File: src/rtl/reset_sequencer_pkg.sv
// reset_seq_pkg
// Shared definitions for the reset sequencer: the 2-bit FSM state type and
// its encoding (ASSERT=0, HOLD=1, RELEASE=2, RUN=3), which is also the value
// presented on the sequencer's 'state' output.
package reset_seq_pkg;

   localparam int STATE_W = 2;

   typedef enum logic [STATE_W-1:0] {
      ST_ASSERT  = 2'd0,
      ST_HOLD    = 2'd1,
      ST_RELEASE = 2'd2,
      ST_RUN     = 2'd3
   } state_t;

endpackage

File: src/rtl/reset_sequencer_if.sv
// reset_sequencer_if
// Bundles the sequencer's control/status signals.
//   soft_rst      : synchronous soft reset request, active-high
//   domain_rst_n  : per-domain reset, active-low, bit 0 released first
//   ready         : high only while the sequencer is in RUN
//   run_cycles    : saturating count of rising edges spent in RUN
//   state         : current FSM state
// Modports: master = the sequencer, slave = the consumer of the resets.
interface reset_sequencer_if #(
   parameter int NUM_DOMAINS = 3,
   parameter int CNT_W       = 32
);
   import reset_seq_pkg::*;

   logic                   soft_rst;
   logic [NUM_DOMAINS-1:0] domain_rst_n;
   logic                   ready;
   logic [CNT_W-1:0]       run_cycles;
   state_t                 state;

   modport master (
      input  soft_rst,
      output domain_rst_n, ready, run_cycles, state
   );

   modport slave (
      output soft_rst,
      input  domain_rst_n, ready, run_cycles, state
   );

endinterface

File: src/rtl/reset_sequencer_sync.sv
// reset_sync
// Asynchronous-assert / synchronous-deassert reset synchroniser.
//   clk      : clock
//   rst_n    : raw board reset, active-low, asynchronous
//   rst_sync : high once rst_n has been high for SYNC_STAGES rising edges;
//              drops immediately (no clock) when rst_n goes low
module reset_sync #(
   parameter int SYNC_STAGES = 2
) (
   input  logic clk,
   input  logic rst_n,
   output logic rst_sync
);

   logic [SYNC_STAGES-1:0] sync_q;
   logic [SYNC_STAGES-1:0] sync_d;

   // Constant 1 is shifted in at the bottom of the chain.
   always_comb begin
      sync_d = {sync_q[SYNC_STAGES-2:0], 1'b1};
   end

   always_ff @(posedge clk or negedge rst_n) begin
      if (!rst_n) begin
         sync_q <= '0;
      end else begin
         sync_q <= sync_d;
      end
   end

   assign rst_sync = sync_q[SYNC_STAGES-1];

endmodule

File: src/rtl/reset_sequencer.sv
// reset_sequencer
// Power-on / soft reset controller. Synchronises deassertion of the board
// reset, holds for HOLD_CYCLES edges, then releases NUM_DOMAINS reset domains
// in order, STAGE_GAP edges apart, and finally raises ready and counts run
// cycles (saturating).
//   clk  : clock, rising edge
//   rst  : board reset, active-low, asynchronous; overrides everything
//   bus  : reset_sequencer_if master modport (soft_rst in; domain_rst_n,
//          ready, run_cycles, state out). All outputs are registered.
module reset_sequencer
   import reset_seq_pkg::*;
#(
   parameter int NUM_DOMAINS = 3,
   parameter int HOLD_CYCLES = 4,
   parameter int STAGE_GAP   = 2,
   parameter int SYNC_STAGES = 2,
   parameter int CNT_W       = 32
) (
   input  logic              clk,
   input  logic              rst,
   reset_sequencer_if.master bus
);

   localparam int HOLD_W = $clog2(HOLD_CYCLES + 1);
   localparam int GAP_W  = $clog2(STAGE_GAP + 1);
   localparam int IDX_W  = $clog2(NUM_DOMAINS + 1);

   localparam logic [HOLD_W-1:0]      HOLD_LAST = HOLD_W'(HOLD_CYCLES - 1);
   localparam logic [GAP_W-1:0]       GAP_LAST  = GAP_W'(STAGE_GAP - 1);
   localparam logic [IDX_W-1:0]       IDX_LAST  = IDX_W'(NUM_DOMAINS - 1);
   localparam logic [IDX_W-1:0]       IDX_ONE   = IDX_W'(1);
   localparam logic [NUM_DOMAINS-1:0] DOM_FIRST = NUM_DOMAINS'(1);

   logic rst_sync;

   reset_sync #(
      .SYNC_STAGES (SYNC_STAGES)
   ) u_reset_sync (
      .clk      (clk),
      .rst_n    (rst),
      .rst_sync (rst_sync)
   );

   state_t                 state_q, state_d;
   logic [HOLD_W-1:0]      hold_q,  hold_d;
   logic [GAP_W-1:0]       gap_q,   gap_d;
   // idx_q = number of domains already released = index of the next one.
   logic [IDX_W-1:0]       idx_q,   idx_d;
   logic [NUM_DOMAINS-1:0] dom_q,   dom_d;
   logic                   ready_q, ready_d;
   logic [CNT_W-1:0]       run_q,   run_d;

   always_comb begin
      state_d = state_q;
      hold_d  = hold_q;
      gap_d   = gap_q;
      idx_d   = idx_q;
      dom_d   = dom_q;
      ready_d = ready_q;
      run_d   = run_q;

      // Soft reset takes priority over any release scheduled on this edge.
      if (state_q != ST_ASSERT && bus.soft_rst) begin
         state_d = ST_HOLD;
         hold_d  = '0;
         gap_d   = '0;
         idx_d   = '0;
         dom_d   = '0;
         ready_d = 1'b0;
         run_d   = '0;
      end else begin
         case (state_q)
            ST_ASSERT: begin
               if (rst_sync) begin
                  state_d = ST_HOLD;
                  hold_d  = '0;
               end
            end
            ST_HOLD: begin
               if (hold_q == HOLD_LAST) begin
                  dom_d = DOM_FIRST;
                  idx_d = IDX_ONE;
                  gap_d = '0;
                  if (NUM_DOMAINS > 1) begin
                     state_d = ST_RELEASE;
                  end else begin
                     state_d = ST_RUN;
                     ready_d = 1'b1;
                  end
               end else begin
                  hold_d = hold_q + 1'b1;
               end
            end
            ST_RELEASE: begin
               if (gap_q == GAP_LAST) begin
                  gap_d = '0;
                  // Thermometer growth: releases stay contiguous from bit 0.
                  dom_d = (dom_q << 1) | DOM_FIRST;
                  idx_d = idx_q + 1'b1;
                  if (idx_q == IDX_LAST) begin
                     state_d = ST_RUN;
                     ready_d = 1'b1;
                  end
               end else begin
                  gap_d = gap_q + 1'b1;
               end
            end
            ST_RUN: begin
               if (run_q != '1) begin
                  run_d = run_q + 1'b1;
               end
            end
            default: begin
               state_d = ST_ASSERT;
            end
         endcase
      end
   end

   always_ff @(posedge clk or negedge rst) begin
      if (!rst) begin
         state_q <= ST_ASSERT;
         hold_q  <= '0;
         gap_q   <= '0;
         idx_q   <= '0;
         dom_q   <= '0;
         ready_q <= 1'b0;
         run_q   <= '0;
      end else begin
         state_q <= state_d;
         hold_q  <= hold_d;
         gap_q   <= gap_d;
         idx_q   <= idx_d;
         dom_q   <= dom_d;
         ready_q <= ready_d;
         run_q   <= run_d;
      end
   end

   assign bus.domain_rst_n = dom_q;
   assign bus.ready        = ready_q;
   assign bus.run_cycles   = run_q;
   assign bus.state        = state_q;

endmodule

File: src/flat_wrapper.sv
// flat-port wrapper written by rule: the top's interface ports become plain ports
module reset_sequencer_flat import reset_seq_pkg::*;
#(
   parameter int NUM_DOMAINS = 3,
   parameter int HOLD_CYCLES = 4,
   parameter int STAGE_GAP   = 2,
   parameter int SYNC_STAGES = 2,
   parameter int CNT_W       = 32
)
  (clk, rst, bus_soft_rst, bus_domain_rst_n, bus_ready, bus_run_cycles, bus_state);
  reset_sequencer_if #(.NUM_DOMAINS(NUM_DOMAINS), .CNT_W(CNT_W)) bus_i ();
  input  logic clk;
  input  logic rst;
  input wire logic [$bits(bus_i.soft_rst)-1:0] bus_soft_rst;
  output wire logic [$bits(bus_i.domain_rst_n)-1:0] bus_domain_rst_n;
  output wire logic [$bits(bus_i.ready)-1:0] bus_ready;
  output wire logic [$bits(bus_i.run_cycles)-1:0] bus_run_cycles;
  output wire logic [$bits(bus_i.state)-1:0] bus_state;
  assign bus_i.soft_rst = bus_soft_rst;
  assign bus_domain_rst_n = bus_i.domain_rst_n;
  assign bus_ready = bus_i.ready;
  assign bus_run_cycles = bus_i.run_cycles;
  assign bus_state = bus_i.state;
  reset_sequencer #(.NUM_DOMAINS(NUM_DOMAINS), .HOLD_CYCLES(HOLD_CYCLES), .STAGE_GAP(STAGE_GAP), .SYNC_STAGES(SYNC_STAGES), .CNT_W(CNT_W)) u_core (.clk(clk), .rst(rst), .bus(bus_i));
endmodule
File: config.mk
export PLATFORM = sky130hd
export DESIGN_NAME = reset_sequencer_flat
export DESIGN_NICKNAME = d
export VERILOG_FILES = /design/src/rtl/reset_sequencer_pkg.sv /design/src/rtl/reset_sequencer_if.sv /design/src/rtl/reset_sequencer_sync.sv /design/src/rtl/reset_sequencer.sv /design/src/flat_wrapper.sv
export SDC_FILE = /design/constraint.sdc
export NUM_CORES = 1
export LEC_CHECK = 0
export ABC_AREA = 1
export CORE_ASPECT_RATIO = 1.5
export CORE_MARGIN = 5
export CORE_UTILIZATION = 29
export DETAILED_ROUTE_END_ITERATION = 8
export HOLD_SLACK_MARGIN = 0.05
export PLACE_DENSITY = 0.48
export SYNTH_ARGS = -nofsm -noshare
export SYNTH_HDL_FRONTEND = slang
export SYNTH_SLANG_ARGS = --single-unit
File: constraint.sdc
create_clock -name clk -period 2.1 [get_ports clk]
set_clock_uncertainty 0.1 [all_clocks]
set_input_delay 0.315 -clock clk [delete_from_list [all_inputs] [get_ports clk]]
set_output_delay 0.315 -clock clk [all_outputs]
set_load 0.01 [all_outputs]
# Yosys cells after proc, flatten, opt, wreduce, memory -nomap -nowiden
# Cells that the tools add are included.
# word_totals
in_bits,3
latchBits,0
memories,0
reg_bits,47
word_cells,70
mem_bits_ro,0
ram_bits,0
# op_classes
shift,0
n_div,0
n_eq_ne,12
mul,0
magnitude_cmp,0
mux,29
n_addsub,4
n_reduce_logical,17
n_bitwise,0
# op_table
cell,n
two-way mux 32 bit,3
"adder 32 x 1 -> 32 bit, second input constant",1
"!= test 32 bit, second input constant",1
two-way mux 2 bit,11
two-way mux 3 bit,6
one-hot mux 3 bit (2 select lines),2
nonzero test 2 bit,6
"!= test 3 x 1 -> 1 bit, second input constant",3
AND reduction 3 bit,3
one-hot mux 2 bit (2 select lines),2
"== test 2 bit, second input constant",3
"!= test 3 x 2 -> 1 bit, second input constant",2
one-hot mux 2 bit (3 select lines),1
nonzero test 3 bit,2
AND reduction 5 bit,1
"adder 2 x 1 -> 2 bit, second input constant",2
"== test 2 x 1 -> 1 bit, second input constant",2
two-way mux 1 bit,4
AND reduction 2 bit,2
nonzero test 4 bit,1
"adder 3 x 1 -> 3 bit, second input constant",1
"== test 3 x 2 -> 1 bit, second input constant",1
logical NOT 2 bit,1
logical AND 1 bit,1

# Depth between registers and ports, before layout
# Gate-level depths: netlist of run 1.
# logic_depth
word_depth,5
depth_mapped,10

# Modules after synthesis
# From an unflattened synthesis of run 1, not the netlist that was laid out.
# unflattened
hier_cells,417
area_unflattened_um2,2977.9
# by_module_without_submodules
mod,area_per_inst_um2,seq_area_each_um2,cells_per_inst,n_inst
reset_sequencer,2924.1,1126.1,414,1
reset_sync,53.8,50.0,3,1

# Worst setup path after synthesis of run 1
# No wires, ideal clock.
# synth_path
kind,flip-flop to flip-flop
from,"reg u_core.state_q[0], in the netlist u_core.bus.state[0]"
to,"reg u_core.run_q[2], in the netlist u_core.bus.run_cycles[2]"
setup_slack_ns,0.266
t_arrival_ns,1.660
t_required_ns,1.926
period_less_slack_ns,1.834
path_stages_with_launch,11
n_path_buf,1
path_cell_list,dfrtp_1 > inv_1 > ha_1 > inv_1 > nand2_1 > inv_1 > or2_2 > nand2_8 > buf_12 > nand2_1 > o21ai_2
# synth_via
elab_chain_len,4
elab_cells_between_ends,7
# synth_rtl
item,line_no,text
start: declaration,reset_sequencer.sv:44,"state_t state_q, state_d;"
start signal: assignment,reset_sequencer.sv:130,state_q <= state_d;
nonzero test 2 bit,reset_sequencer.sv:63,if (state_q != ST_ASSERT && bus.soft_rst) begin
logical AND 1 bit,reset_sequencer.sv:63,
nonzero test 2 bit (no line),--,
AND reduction 2 bit (no line),--,
end signal: assignment,reset_sequencer.sv:136,run_q <= run_d;
end: declaration,reset_sequencer.sv:51,"logic [CNT_W-1:0] run_q, run_d;"
# Several ways; a longest one is shown, not always the timed one.
# A chain may end at the register's enable or synchronous reset.

# Worst setup path in the final report of run 1
# layout_path
from,"reg u_core.run_q[0], in the netlist u_core.bus.run_cycles[0]"
to,"reg u_core.run_q[10], in the netlist u_core.bus.run_cycles[10]"
# layout_via
elab_chain_len,4
elab_cells_between_ends,7
# layout_rtl
item,line_no,text
adder 32 x 1 -> 32 bit,reset_sequencer.sv:110,run_d = run_q + 1'b1;
two-way mux 32 bit,reset_sequencer.sv:109,if (run_q != '1) begin
two-way mux 32 bit,reset_sequencer.sv:72,case (state_q)
two-way mux 32 bit,reset_sequencer.sv:63,
# Several ways; a longest one is shown, not always the timed one. The select of a mux whose other input is x is not followed.

==> impl_metrics.toml, run 1 <==
[final_layout]
fillCellCount = 1119
multiInputGateArea_mm2 = 0.001649
final_nets = 463
syn_to_final_growth_pct = 23.82
num_antenna_cells = 0
seqCellArea_mm2 = 0.001176
drive_gt1_share_pct = 19.25

[die]
pin_count = 41
start_util_pct = 29.47
die_height_um = 136.7
core_mm2 = 0.01053
dieArea_mm2 = 0.01292
rows = 46
die_w_um = 94.48

[pwr]
sw_frac_of_total_pct = 36.92
p_clk_share_pct = 28.7
total_power_mw = 2.799
power_density_mw_per_mm2 = 728.3
p_int_mw = 1.766
power_switching_mw = 1.033
power.share.combinational_pct = 33.6
power.share.sequential_pct = 37.7
power.leakage_nw = 1.618
ir_drop_v = 0.0005898

[logic_synthesis]
synth_edf_count = 0
async_reset_ff_share_pct = 100.0
ys_warn_count = 0
yosys.cell_count.top_type = "nand2_1"
yosysSeqAreaShare_pct = 37.89
synth_area_per_cell_um2 = 7.800
synth_commonest_cells = "122 x nand2_1, 49 x inv_1, 47 x dfrtp_1"
synth_area_leader_cell = "dfrtp_1"
synthCells = 398
yosysUniqueCellTypes = 32
synth_area_leaders = "dfrtp_1 38%, nand2_1 15%, o21ai_2 7.3%"
ys_ff_latch = 47
synth_top_area_share_pct = 37.89
synth-main-ff-cell = "dfrtp_1"
syn-cell-area_mm2 = 0.003104
syn_nets = 410

[grt]
grt_pass1_vias = 2609
grt_overflow = 0
grt_pass1_wl_um = 13260
grt_antenna_before_repair = 0
grt_max_degree = 48
grt_usage_pct = 13.25

[clock_network]
cts.reportedPaths.clkPinSlew_ns = 0.07
cts_buffer_depth = 2
numClockSinks = 47
post_cts_resized = 0
cts_root_buf = "clkbuf_16"
cts_buffers = 5
clock_latency_ns = 0.29
post-cts-setup-buffers = 0
cts_tree = "yes"
htreeDepth = 2
hold_buffers = 0

[setup_path]
r2r_start = "u_core.bus.run_cycles[0]$_DFFE_PN0P_"
path_class = "flip-flop to flip-flop"
worst-path-max-fanout = 36
cp-end-kind = "flip-flop"
worstRegToRegCells = 10
r2r_slack_ns = 0.19
cp-start-kind = "flip-flop"
crit_required_ns = 2.19
r2r-end = "u_core.bus.run_cycles[10]$_DFFE_PN0P_"
arrival_ns = 2.00

[routing]
routed_wl_um = 7750
routed_via_density = 4.356
drt_iter0_drc = 120
drt_pass1_iterations = 5
wl_per_cell_um = 13.00
ant_nets = 0
dr_total_vias = 2596
drc = 0

[placement]
dp_hpwl_um = 5906
io_buffers = 40
place_ws_ns = 0.1747
routabilityCongestion = 0.7937

[worst_hold_path]
hp-class = "primary input to asynchronous set/reset pin"

[sta]
finalCriticalPeriod_ns = 1.906
setup_viol = 0
fmax_mhz = 524.8
slew_headroom_pct = 57.74
grt_setup_unrepaired = "no"
drv_slew = 0
tightest_slew_ns = 0.6340
fin_ws_ns = 0.1945
hold_violations = 0
min_period_over_period_pct = 90.74
fin_setup_tns_ns = 0

[run]
cap_violations = 0

[run_status]
status = "finished, final reports clean"
[registers in the layout (all words and copies together) (netlist names)]
signal and cells:
u_core.bus.ready 1, u_core.hold_q 3, u_core.u_reset_sync.sync_q 2, u_core.bus.run_cycles 32
u_core.idx_q 2, u_core.gap_q 2, u_core.bus.domain_rst_n 3, u_core.bus.state 2
[worst max-delay path: stages, from the launching register on]
cell and delay, ns:
dfrtp_1 0.41, ha_1 0.20, nand2_1 0.09, nor2_4 0.16
nand2_4 0.11, nor2_8 0.18, nand3_4 0.11, nand2_8 0.26
inv_1 0.07, nand2_1 0.06, nand2_1 0.04
[logic make-up after synthesis]
| group | synth area share [%] |
|---|---|
| AND/OR/NAND/NOR | 33.70 |
| buffers and inverters | 8.988 |
| AO/OA/AOI/OAI | 12.01 |
| flip-flops | 37.89 |
| XOR/XNOR | 3.668 |
| adder cells (fa/ha/maj) | 3.628 |
| other | 0.1208 |
[per-stage QoR]
step	hold WS (ns)	utilization, %	area, um^2	instances
after global routing	0.08510	36.49	3844	596
after detailed placement	0.2428	35.13	3700	588
final	0.01811	36.49	3844	596
after CTS	0.05209	36.49	3844	596
after global placement	0.2341	35.13	3700	588
after floorplan	-0.08059	-	3104	398
[final cells by class]
class                           instances  share of cell area (%)
Timing Repair Buffer                   52                   13.28
Tap cell                              144                   4.688
Clock buffer                            5                   3.255
Inverter                               49                   4.785
Clock inverter                          3                  0.4883
Multi-Input combinational cell        296                   42.90
Sequential cell                        47                   30.60
[how the worst max path moves through the flow]
stage / from / endpoint / slack, ns / cells past startpoint
after CTS: u_core.bus.run_cycles[0]$_DFFE_PN0P_ / u_core.bus.run_cycles[10]$_DFFE_PN0P_ / 0.17 / 10
after detailed placement: u_core.bus.run_cycles[0]$_DFFE_PN0P_ / u_core.bus.run_cycles[10]$_DFFE_PN0P_ / 0.17 / 10
after global routing: u_core.bus.state[0]$_DFFE_PN0P_ / u_core.idx_q[1]$_DFFE_PN0P_ / 0.008 / 8
after global placement: bus_soft_rst / u_core.bus.run_cycles[10]$_DFFE_PN0P_ / 0.20 / 8
after floorplan: u_core.bus.state[0]$_DFFE_PN0P_ / u_core.bus.run_cycles[2]$_DFFE_PN0P_ / 0.27 / 10
final: u_core.bus.run_cycles[0]$_DFFE_PN0P_ / u_core.bus.run_cycles[10]$_DFFE_PN0P_ / 0.19 / 10
[power by group through the flow]
stage | combinational (mW) | sequential [mW] | clock (mW)
finish | 0.940 | 1.06 | 0.803
global route | 1.07 | 1.07 | 0.877
CTS | 0.968 | 1.06 | 0.840
detailed placement | 0.962 | 1.07 | 0
global placement | 0.963 | 1.07 | 0
floorplan | 0.730 | 1.08 | 0
[layer usage]
metal | share of wire, % | up-vias | global-route usage (%) | wire (um)
li1 | - | 1345 | - | -
met1 | 42 | 1205 | 15.76 | 3285
met2 | 53 | 39 | 23.78 | 4070
met3 | 3.7 | 7 | 2.585 | 284
met4 | 1.4 | 0 | 4.093 | 109
met5 | 0 | - | 0 | 0
[cells in the final DEF, fill, tap and decap left out, types with 2 or more instances in the layout]
| master | synthesis | routed |
|---|---|---|
| dfrtp_1 | 47 | 47 |
| nand3_4 | 2 | 2 |
| buf_12 | 3 | 2 |
| o21ai_2 | 26 | 26 |
| inv_1 | 49 | 49 |
| nand2_1 | 122 | 122 |
| clkdlybuf4s50_1 | 0 | 39 |
| clkinv_2 | 0 | 2 |
| o21ai_0 | 14 | 14 |
| nor2_4 | 5 | 5 |
| clkbuf_16 | 0 | 5 |
| nor2_1 | 37 | 37 |
| nand3_1 | 18 | 18 |
| o211ai_1 | 2 | 2 |
| nor2_2 | 5 | 5 |
| xnor2_1 | 8 | 8 |
| xor2_1 | 5 | 5 |
| o31ai_1 | 2 | 2 |
| nand2_2 | 23 | 23 |
| buf_4 | 0 | 10 |
| ha_1 | 9 | 9 |
| a21oi_1 | 4 | 4 |
| nand4_1 | 3 | 3 |
No activity file was read; power rests on OpenSTA's default activity.
==> inputs of run 2 (changes only) <==
- CORE_MARGIN: 5 -> 2
==> run 2 against run 1 <==
Against the previous run:
- non-clock buffer count rose by 1
- count of clock-buffer cells in the layout did not move
- global-route usage rose by 1.8 points
- highest routed layer unchanged
==> impl_metrics.toml, run 2 (synthesized netlist as in run 1, its figures left out) <==
[run_status]
status = "finished, final reports clean"

[pwr]
total_power_mw = 2.838
ir_drop_v = 0.0004043
power.leakage_nw = 1.628
power_density_mw_per_mm2 = 733.0

[grt]
grt_max_degree = 48
grt_overflow = 0
grt_pass1_vias = 2586
grt_pass1_wl_um = 13280
grt_usage_pct = 15.03
grt_antenna_before_repair = 0

[routing]
drt_iter0_drc = 91
wl_per_cell_um = 13.77
ant_nets = 0
dr_total_vias = 2650
routed_wl_um = 8237
drc = 0
drt_pass1_iterations = 4
routed_via_density = 4.431

[final_layout]
num_antenna_cells = 0
finalNonFillerCells = 598
syn_to_final_growth_pct = 24.71
drive_gt1_share_pct = 19.60
multiInputGateArea_mm2 = 0.001669
mostFrequentLayoutCells = "122 x nand2_1, 49 x inv_1, 46 x dfrtp_1"
largest_reg_flops = 32
final_nets = 465
seqCellArea_mm2 = 0.001177
fin_area_mm2 = 0.003871
final_core_util_pct = 36.96
final_common_cell = "nand2_1"
fillCellCount = 1143

[placement]
routabilityCongestion = 0.8774
place_area_mm2 = 0.003700
placedCellCount = 588
io_buffers = 40
dp_hpwl_um = 5951
place_ws_ns = 0.1616

[die]
core_mm2 = 0.01048
pin_count = 41
rows = 46
die_height_um = 130.7
dieArea_mm2 = 0.01157
start_util_pct = 29.63
die_w_um = 88.48

[sta]
drv_slew = 0
fin_ws_ns = 0.1878
fmax_mhz = 523.0
hold_violations = 0
grt_setup_unrepaired = "no"
setup_viol = 0
fin_setup_tns_ns = 0
hold-worst-slack_ns = 0.2494
min_period_over_period_pct = 91.06
finalCriticalPeriod_ns = 1.912

[clock_network]
cts_root_buf = "clkbuf_16"
clock_latency_ns = 0.29
cts_buffer_depth = 2
numClockSinks = 47
htreeDepth = 2
cts.reportedPaths.clkPinSlew_ns = 0.07
post-cts-setup-buffers = 0
cts_tree = "yes"
cts_buffers = 5

[setup_path]
crit_required_ns = 2.17
worst-path-max-fanout = 12
worstRegToRegCells = 9
r2r_slack_ns = 0.19
arrival_ns = 1.98
r2r-end = "u_core.bus.run_cycles[13]$_DFFE_PN0P_"
cp-end-kind = "flip-flop"
r2r_start = "u_core.bus.run_cycles[0]$_DFFE_PN0P_"
cp-start-kind = "flip-flop"
path_class = "flip-flop to flip-flop"

[worst_hold_path]
hold_end = "u_core.u_reset_sync.sync_q[1]$_DFF_PN0_"
min_path_cells = 0
hold_path_startpoint = "u_core.u_reset_sync.sync_q[0]$_DFF_PN0_"
hp-class = "flip-flop to flip-flop"

[run]
cap_violations = 0
run 2: worst max path at each step:
stage | cells past startpoint | from | to
3_3_place_gp | 10 | u_core.bus.run_cycles[0]$_DFFE_PN0P_ | u_core.bus.run_cycles[10]$_DFFE_PN0P_
4_1_cts | 10 | u_core.bus.run_cycles[0]$_DFFE_PN0P_ | u_core.bus.run_cycles[10]$_DFFE_PN0P_
2_1_floorplan | 10 | u_core.bus.state[0]$_DFFE_PN0P_ | u_core.bus.run_cycles[2]$_DFFE_PN0P_
5_1_grt | 9 | u_core.bus.run_cycles[0]$_DFFE_PN0P_ | u_core.bus.run_cycles[11]$_DFFE_PN0P_
3_5_place_dp | 9 | u_core.bus.run_cycles[0]$_DFFE_PN0P_ | u_core.bus.run_cycles[11]$_DFFE_PN0P_
6_report | 9 | u_core.bus.run_cycles[0]$_DFFE_PN0P_ | u_core.bus.run_cycles[13]$_DFFE_PN0P_
run 2: critical path, cell delays in order (launching register included):
cell     delay, ns
dfrtp_1       0.42
ha_1          0.20
nand2_1       0.09
nor2_4        0.16
nand2_4       0.10
nor2_8        0.18
nand3_2       0.10
nand3_4       0.08
buf_4         0.23
o21ai_0       0.11
run 2: layout make-up:
cell class                      instances  area share (%)
Sequential cell                        47           30.41
Inverter                               49           4.751
Timing Repair Buffer                   53           13.45
Clock buffer                            5           3.232
Multi-Input combinational cell        297           43.12
Tap cell                              144           4.654
Clock inverter                          3          0.3878
run 2: what timing repair did:
action,in CTS,in global routing
gates resized for setup,0,2
hold buffers,1,0
setup endpoints to repair,0,5
hold endpoints to repair,47,0
run 2: layer usage:
| metal | part of all wire (%) | track usage [%] | up-vias |
|---|---|---|---|
| met5 | 0 | 0 | - |
| met4 | 2.6 | 6.150 | 0 |
| met3 | 2.4 | 2.324 | 13 |
| met2 | 55 | 26.98 | 39 |
| met1 | 40 | 17.59 | 1245 |
| li1 | - | - | 1353 |
run 2: where the power goes:
group / total [mW] / internal, mW / leakage, nW / switching, mW
combinational: 0.982 / 0.343 / 0.916 / 0.640
sequential: 1.05 / 0.987 / 0.638 / 0.0619
clock: 0.806 / 0.436 / 0.0733 / 0.370
==> inputs of run 3 (changes only) <==
- SKIP_LAST_GASP: not set -> 1
==> results of run 3 <==
The final DEF is identical to that of run 2; final timing and power are the same.
